==> config.mk <==
export PLATFORM = sky130hd
export DESIGN_NAME = alu_result_select_flat
export DESIGN_NICKNAME = d
export VERILOG_FILES = /design/src/rtl/alu_result_select_if.sv /design/src/rtl/alu_result_select.sv /design/src/flat_wrapper.sv
export SDC_FILE = /design/constraint.sdc
export NUM_CORES = 1
export LEC_CHECK = 0
export BUFFER_PORTS_ARGS = -buffer_cell sky130_fd_sc_hd__buf_4
export CAP_MARGIN = 10
export CORE_MARGIN = 5
export CORE_UTILIZATION = 45
export DETAILED_ROUTE_END_ITERATION = 8
export PLACE_DENSITY = 0.86
export SLEW_MARGIN = 30
export SYNTH_ARGS = -nofsm -noshare
export SYNTH_HDL_FRONTEND = slang
export SYNTH_SLANG_ARGS = --single-unit
==> constraint.sdc <==
create_clock -name clk -period 4.3 [get_ports clk]
set_input_delay 0.645 -clock clk [delete_from_list [all_inputs] [get_ports clk]]
set_output_delay 0.645 -clock clk [all_outputs]
set_load 0.01 [all_outputs]
==> src/rtl/alu_result_select_if.sv <==
// Issue/write-back bundle between the ALU result channels and the registered result selector.
// The master drives the operation and channel results; the slave returns the selected result and status pulses.
interface alu_result_select_if #(
    parameter int WIDTH  = 24,
    parameter int NUM_IN = 6,
    parameter int SEL_W  = 3
);
    logic                    start;
    logic [SEL_W-1:0]        selector;
    logic [NUM_IN*WIDTH-1:0] in_data;
    logic [NUM_IN-1:0]       in_done;
    logic                    ready;
    logic [WIDTH-1:0]        result;
    logic                    result_valid;
    logic                    zero_flag;
    logic                    illegal_sel;
    logic                    timeout;

    modport master (
        output start, selector, in_data, in_done,
        input  ready, result, result_valid, zero_flag, illegal_sel, timeout
    );

    modport slave (
        input  start, selector, in_data, in_done,
        output ready, result, result_valid, zero_flag, illegal_sel, timeout
    );
endinterface

==> src/rtl/alu_result_select.sv <==
// Registered ALU result selector: one-hot channel mux, multi-cycle done handshake with a watchdog,
// and a held write-back result with zero flag and single-cycle status pulses.

// One result channel: contributes its data, done and multi-cycle flag only when selected.
module alu_rs_lane #(
    parameter int   WIDTH = 24,
    parameter int   SEL_W = 3,
    parameter int   IDX   = 0,
    parameter logic MC    = 1'b0
) (
    input  logic [SEL_W-1:0] sel,
    input  logic [WIDTH-1:0] data,
    input  logic             done,
    output logic [WIDTH-1:0] hit_data,
    output logic             hit_done,
    output logic             hit_mc
);
    logic hit;

    assign hit      = (sel == SEL_W'(IDX));
    assign hit_data = hit ? data : '0;
    // Done is only meaningful for multi-cycle channels.
    assign hit_done = hit & done & MC;
    assign hit_mc   = hit & MC;
endmodule

module alu_result_select #(
    parameter int                WIDTH   = 24,
    parameter int                NUM_IN  = 6,
    parameter int                SEL_W   = 3,
    parameter logic [NUM_IN-1:0] MC_MASK = 6'b010000,
    parameter int                TIMEOUT = 32
) (
    input  logic                clk,
    input  logic                rst,
    alu_result_select_if.slave  bus
);
    localparam int               CNT_W    = $clog2(TIMEOUT + 1);
    localparam logic [CNT_W-1:0] CNT_LAST = CNT_W'(TIMEOUT - 1);
    localparam logic [SEL_W:0]   NUM_IN_X = (SEL_W + 1)'(NUM_IN);

    typedef enum logic {S_IDLE, S_WAIT} state_t;

    typedef struct packed {
        logic [WIDTH-1:0] data;
        logic             valid;
        logic             illegal;
        logic             tmo;
    } rsp_t;

    state_t           state_q, state_d;
    logic [CNT_W-1:0] cnt_q, cnt_d;
    logic [SEL_W-1:0] cap_q, cap_d;
    rsp_t             rsp_q, rsp_d;
    logic             zero_q, zero_d;

    logic [SEL_W-1:0]              mux_sel;
    logic [NUM_IN-1:0][WIDTH-1:0]  ch_data;
    logic [NUM_IN-1:0][WIDTH-1:0]  lane_data;
    logic [NUM_IN-1:0]             lane_done;
    logic [NUM_IN-1:0]             lane_mc;
    logic [WIDTH-1:0]              sel_data;
    logic                          sel_done;
    logic                          sel_mc;
    logic                          illegal;

    // While waiting, the captured selector owns the mux so live selector changes are harmless.
    assign mux_sel = (state_q == S_WAIT) ? cap_q : bus.selector;
    assign ch_data = bus.in_data;
    assign illegal = ({1'b0, bus.selector} >= NUM_IN_X);

    for (genvar i = 0; i < NUM_IN; i++) begin : g_lane
        alu_rs_lane #(
            .WIDTH (WIDTH),
            .SEL_W (SEL_W),
            .IDX   (i),
            .MC    (MC_MASK[i])
        ) u_lane (
            .sel      (mux_sel),
            .data     (ch_data[i]),
            .done     (bus.in_done[i]),
            .hit_data (lane_data[i]),
            .hit_done (lane_done[i]),
            .hit_mc   (lane_mc[i])
        );
    end

    always_comb begin
        sel_data = '0;
        for (int i = 0; i < NUM_IN; i++) sel_data |= lane_data[i];
    end

    assign sel_done = |lane_done;
    assign sel_mc   = |lane_mc;

    always_comb begin
        state_d     = state_q;
        cnt_d       = cnt_q;
        cap_d       = cap_q;
        rsp_d       = rsp_q;
        rsp_d.valid   = 1'b0;
        rsp_d.illegal = 1'b0;
        rsp_d.tmo     = 1'b0;
        case (state_q)
            S_IDLE: begin
                if (bus.start) begin
                    if (illegal) begin
                        rsp_d.illegal = 1'b1;
                    end else if (sel_mc) begin
                        cap_d   = bus.selector;
                        cnt_d   = '0;
                        state_d = S_WAIT;
                    end else begin
                        rsp_d.data  = sel_data;
                        rsp_d.valid = 1'b1;
                    end
                end
            end
            S_WAIT: begin
                // Done on the last allowed cycle wins over the watchdog.
                if (sel_done) begin
                    rsp_d.data  = sel_data;
                    rsp_d.valid = 1'b1;
                    state_d     = S_IDLE;
                end else if (cnt_q == CNT_LAST) begin
                    rsp_d.data = '0;
                    rsp_d.tmo  = 1'b1;
                    state_d    = S_IDLE;
                end else begin
                    cnt_d = cnt_q + 1'b1;
                end
            end
            default: state_d = S_IDLE;
        endcase
        zero_d = (rsp_d.data == '0);
    end

    always_ff @(posedge clk) begin
        if (rst) begin
            state_q <= S_IDLE;
            cnt_q   <= '0;
            cap_q   <= '0;
            rsp_q   <= '0;
            zero_q  <= 1'b1;
        end else begin
            state_q <= state_d;
            cnt_q   <= cnt_d;
            cap_q   <= cap_d;
            rsp_q   <= rsp_d;
            zero_q  <= zero_d;
        end
    end

    assign bus.ready        = (state_q == S_IDLE);
    assign bus.result       = rsp_q.data;
    assign bus.result_valid = rsp_q.valid;
    assign bus.illegal_sel  = rsp_q.illegal;
    assign bus.timeout      = rsp_q.tmo;
    assign bus.zero_flag    = zero_q;
endmodule

==> src/flat_wrapper.sv <==
// flat-port wrapper written by rule: the top's interface ports become plain ports
module alu_result_select_flat 
#(
    parameter int                WIDTH   = 24,
    parameter int                NUM_IN  = 6,
    parameter int                SEL_W   = 3,
    parameter logic [NUM_IN-1:0] MC_MASK = 6'b010000,
    parameter int                TIMEOUT = 32
)
  (clk, rst, bus_start, bus_selector, bus_in_data, bus_in_done, bus_ready, bus_result, bus_result_valid, bus_zero_flag, bus_illegal_sel, bus_timeout);
  alu_result_select_if #(.WIDTH(WIDTH), .NUM_IN(NUM_IN), .SEL_W(SEL_W)) bus_i ();
  input  logic clk;
  input  logic rst;
  input wire logic [$bits(bus_i.start)-1:0] bus_start;
  input wire logic [$bits(bus_i.selector)-1:0] bus_selector;
  input wire logic [$bits(bus_i.in_data)-1:0] bus_in_data;
  input wire logic [$bits(bus_i.in_done)-1:0] bus_in_done;
  output wire logic [$bits(bus_i.ready)-1:0] bus_ready;
  output wire logic [$bits(bus_i.result)-1:0] bus_result;
  output wire logic [$bits(bus_i.result_valid)-1:0] bus_result_valid;
  output wire logic [$bits(bus_i.zero_flag)-1:0] bus_zero_flag;
  output wire logic [$bits(bus_i.illegal_sel)-1:0] bus_illegal_sel;
  output wire logic [$bits(bus_i.timeout)-1:0] bus_timeout;
  assign bus_i.start = bus_start;
  assign bus_i.selector = bus_selector;
  assign bus_i.in_data = bus_in_data;
  assign bus_i.in_done = bus_in_done;
  assign bus_ready = bus_i.ready;
  assign bus_result = bus_i.result;
  assign bus_result_valid = bus_i.result_valid;
  assign bus_zero_flag = bus_i.zero_flag;
  assign bus_illegal_sel = bus_i.illegal_sel;
  assign bus_timeout = bus_i.timeout;
  alu_result_select #(.WIDTH(WIDTH), .NUM_IN(NUM_IN), .SEL_W(SEL_W), .MC_MASK(MC_MASK), .TIMEOUT(TIMEOUT)) u_core (.clk(clk), .rst(rst), .bus(bus_i));
endmodule
==> flow_summary.json <==
{
  "status": "complete, no violations",
  "fillers": 499,
  "async_flop_share_pct": 0,
  "synth_most_common_cell": "o21ai_0",
  "p_per_area_nw_per_um2": 229,
  "synthCells": 348,
  "worst_path_max_delay_cell": "nand2_1",
  "rows": 28,
  "synth_nets": 505,
  "slew_violations": 0,
  "reg2reg_slack_ns": 0.99,
  "initialDrtViolationCount": 264,
  "crit_path_end_kind": "register",
  "final-hold-violation-count": 0,
  "required_ns": 4.54,
  "startpoint": "u_core.state_q",
  "layout_min_cycle_time_ns": 3.31,
  "yosysTopAreaCell": "dfxtp_1",
  "postCtsSetupBuffers": 0,
  "dp_hpwl_mm": 8.46,
  "clock_sinks": 38,
  "worst_r2r_path_depth": 7,
  "setup_viol": 0,
  "peakVddDrop_mv": 0.179,
  "instances_no_fill": 589,
  "highest_layer": "met4",
  "portBuffers": 179,
  "finalWirelength_mm": 10.9,
  "synth_ff_type": "dfxtp_1",
  "cts_max_path_buffers": 2,
  "worstReg2RegStart": "u_core.state_q",
  "holdCritPathClass": "reg2reg",
  "yosysWarningCount": 0,
  "cts_made_buffers": 5,
  "overflow": 0,
  "slew_headroom_pct": 33.8,
  "critPathArrivalTime_ns": 3.55,
  "initial_utilization_pct": 45.7,
  "synthTopCellsByCount": "70 x o21ai_0, 38 x dfxtp_1, 29 x nor2_1",
  "fin_crit_sh_pct": 77.1,
  "endpoint": "u_core.bus.zero_flag",
  "syn2layout_area_growth_pct": 56.1,
  "die-area_um2": 7580,
  "antenna_cells": 0,
  "vias": 3641,
  "clk_pin_slew_ns": 0.07,
  "crit_type": "reg2reg",
  "cp_cell_sequence": "and4bb_1, nand2_1, nand2_2, a221oi_1, nand4_1, nor4_1, a41o_1",
  "drive_above_1_share_pct": 42.4,
  "hold_depth": 2,
  "wl_met3_mm": 1.26,
  "path_max_fanout": 26,
  "dr.pass1.iters": 5,
  "grt_pass1_wl_mm": 16.9,
  "max_stage_delay_ns": 0.54,
  "synth_cell_type_count": 48,
  "max_cap_viol_count": 0,
  "route.met2.wl_mm": 5.36,
  "root_buffer": "clkbuf_8",
  "drt-met1-wl_mm": 3.95,
  "clk_latency_ns": 0.30,
  "grt_max_degree": 34,
  "fmax_mhz": 302,
  "synth_seq_cells": 38,
  "dp_cells": 581,
  "layout.nets": 670,
  "tightest_slew_ns": 0.991,
  "cts_tree": "built",
  "wire_per_inst_um": 18.5,
  "drtAntennaViolNets": 0,
  "fin_tns_setup_ns": 0,
  "grt_pass1_vias": 3658,
  "rsz0062_at_grt": "no",
  "synth_edf_count": 0,
  "die_h_um": 87.1,
  "worst_r2r_endpoint": "u_core.bus.zero_flag",
  "cts_hold_buf": 0,
  "io_pins": 185,
  "finClkSkew_ns": 0.00865,
  "place_congestion": 0.859,
  "ys_seq_area_share_pct": 28.5,
  "drc": 0,
  "yosys-top-cells-area": "dfxtp_1 28%, o21ai_0 13%, a22oi_1 7.9%",
  "htreeDepth": 2,
  "track_usage_pct": 27.7,
  "fp.dieW_um": 87.1,
  "antenna_found_initial": 0,
  "syn_area_um2": 2670,
  "start_kind": "register",
  "core_um2": 5850,
  "synth_top_area_share_pct": 28.5,
  "via_per_inst": 6.18,
  "leakage_uw": 0.00185,
  "cts_resized": 0,
  "postSynthAreaPerCell_um2": 7.68
}
[routing by layer]
| metal | track usage (%) | up-vias |
|---|---|---|
| met3 | 7.85 | 33 |
| met2 | 48.7 | 215 |
| met5 | 0 | - |
| li1 | - | 1688 |
| met4 | 12.3 | 0 |
| met1 | 30.9 | 1705 |
[cells by family after synthesis]
family	after synthesis	synth area share, %
simple gates	111	23.7
xor+xnor	4	1.31
compound gates	149	36.0
fa+ha+maj	1	0.468
mux	10	4.12
buf+inv	35	5.85
flops	38	28.5
[where the power goes]
part | total (uW) | switching [uW] | internal (uW) | leakage, uW
registers | 382 | 12.5 | 370 | 0.000310
clock network | 263 | 134 | 129 | 0.0000472
logic | 309 | 136 | 173 | 0.00149
[registers in the layout (all words and copies together) (netlist names)]
register                 cells
u_core.bus.timeout           1
u_core.cap_q                 3
u_core.bus.result_valid      1
u_core.state_q               1
u_core.bus.illegal_sel       1
u_core.bus.zero_flag         1
u_core.bus.result           24
u_core.cnt_q                 6
[cell usage in the layout (no fill, tap or decap), types with 6 or more instances in the layout]
cell and n:
o21ai_1 6, a22oi_1 28, nand4_1 18, nor2_1 29, clkbuf_8 6, buf_4 188, dfxtp_1 38, nand3_1 9
nand2_1 10, o21ai_0 70, a22o_1 7, a222oi_1 6, a221oi_1 12
[critical path, delay by kind of cell (launching register included)]
family,cells,cell delay [ns]
simple gates,5,2.05
compound gates,2,0.69
flops,1,0.52
[per-stage QoR]
| stage | utilization, % | power (uW) | cell area [um2] | hold WS (ns) | worst slack [ns] |
|---|---|---|---|---|---|
| final | 71.3 | 955 | 4170 | 0.496 | 0.985 |
| after global placement | 69.7 | 691 | 4080 | 0.464 | 1.12 |
| after detailed placement | 69.7 | 697 | 4080 | 0.477 | 1.05 |
| after global routing | 71.3 | 1000 | 4170 | 0.527 | 0.789 |
| after floorplan | - | 525 | 2670 | 0.460 | 1.74 |
| after CTS | 71.3 | 956 | 4170 | 0.490 | 1.04 |
[area by class of cell]
class                   count  area (um2)  area share, %
clock buffers               6        82.6           1.98
flip-flops and latches     38         761           18.2
multi-input cells         275        1790           43.0
repair buffers            188        1410           33.8
inverters                   5        18.8          0.450
clock inverters             2        12.5          0.300
well taps                  75        93.8           2.25
[how the worst min path moves through the flow]
stage                                startpoint                    end
after floorplan                 u_core.cnt_q[1]        u_core.cnt_q[1]
after global placement    u_core.bus.result[13]  u_core.bus.result[13]
after detailed placement  u_core.bus.result[13]  u_core.bus.result[13]
after CTS                 u_core.bus.result[13]  u_core.bus.result[13]
after global routing            u_core.cnt_q[1]        u_core.cnt_q[1]
final                     u_core.bus.result[13]  u_core.bus.result[13]
(Power assumes the default switching activity.)
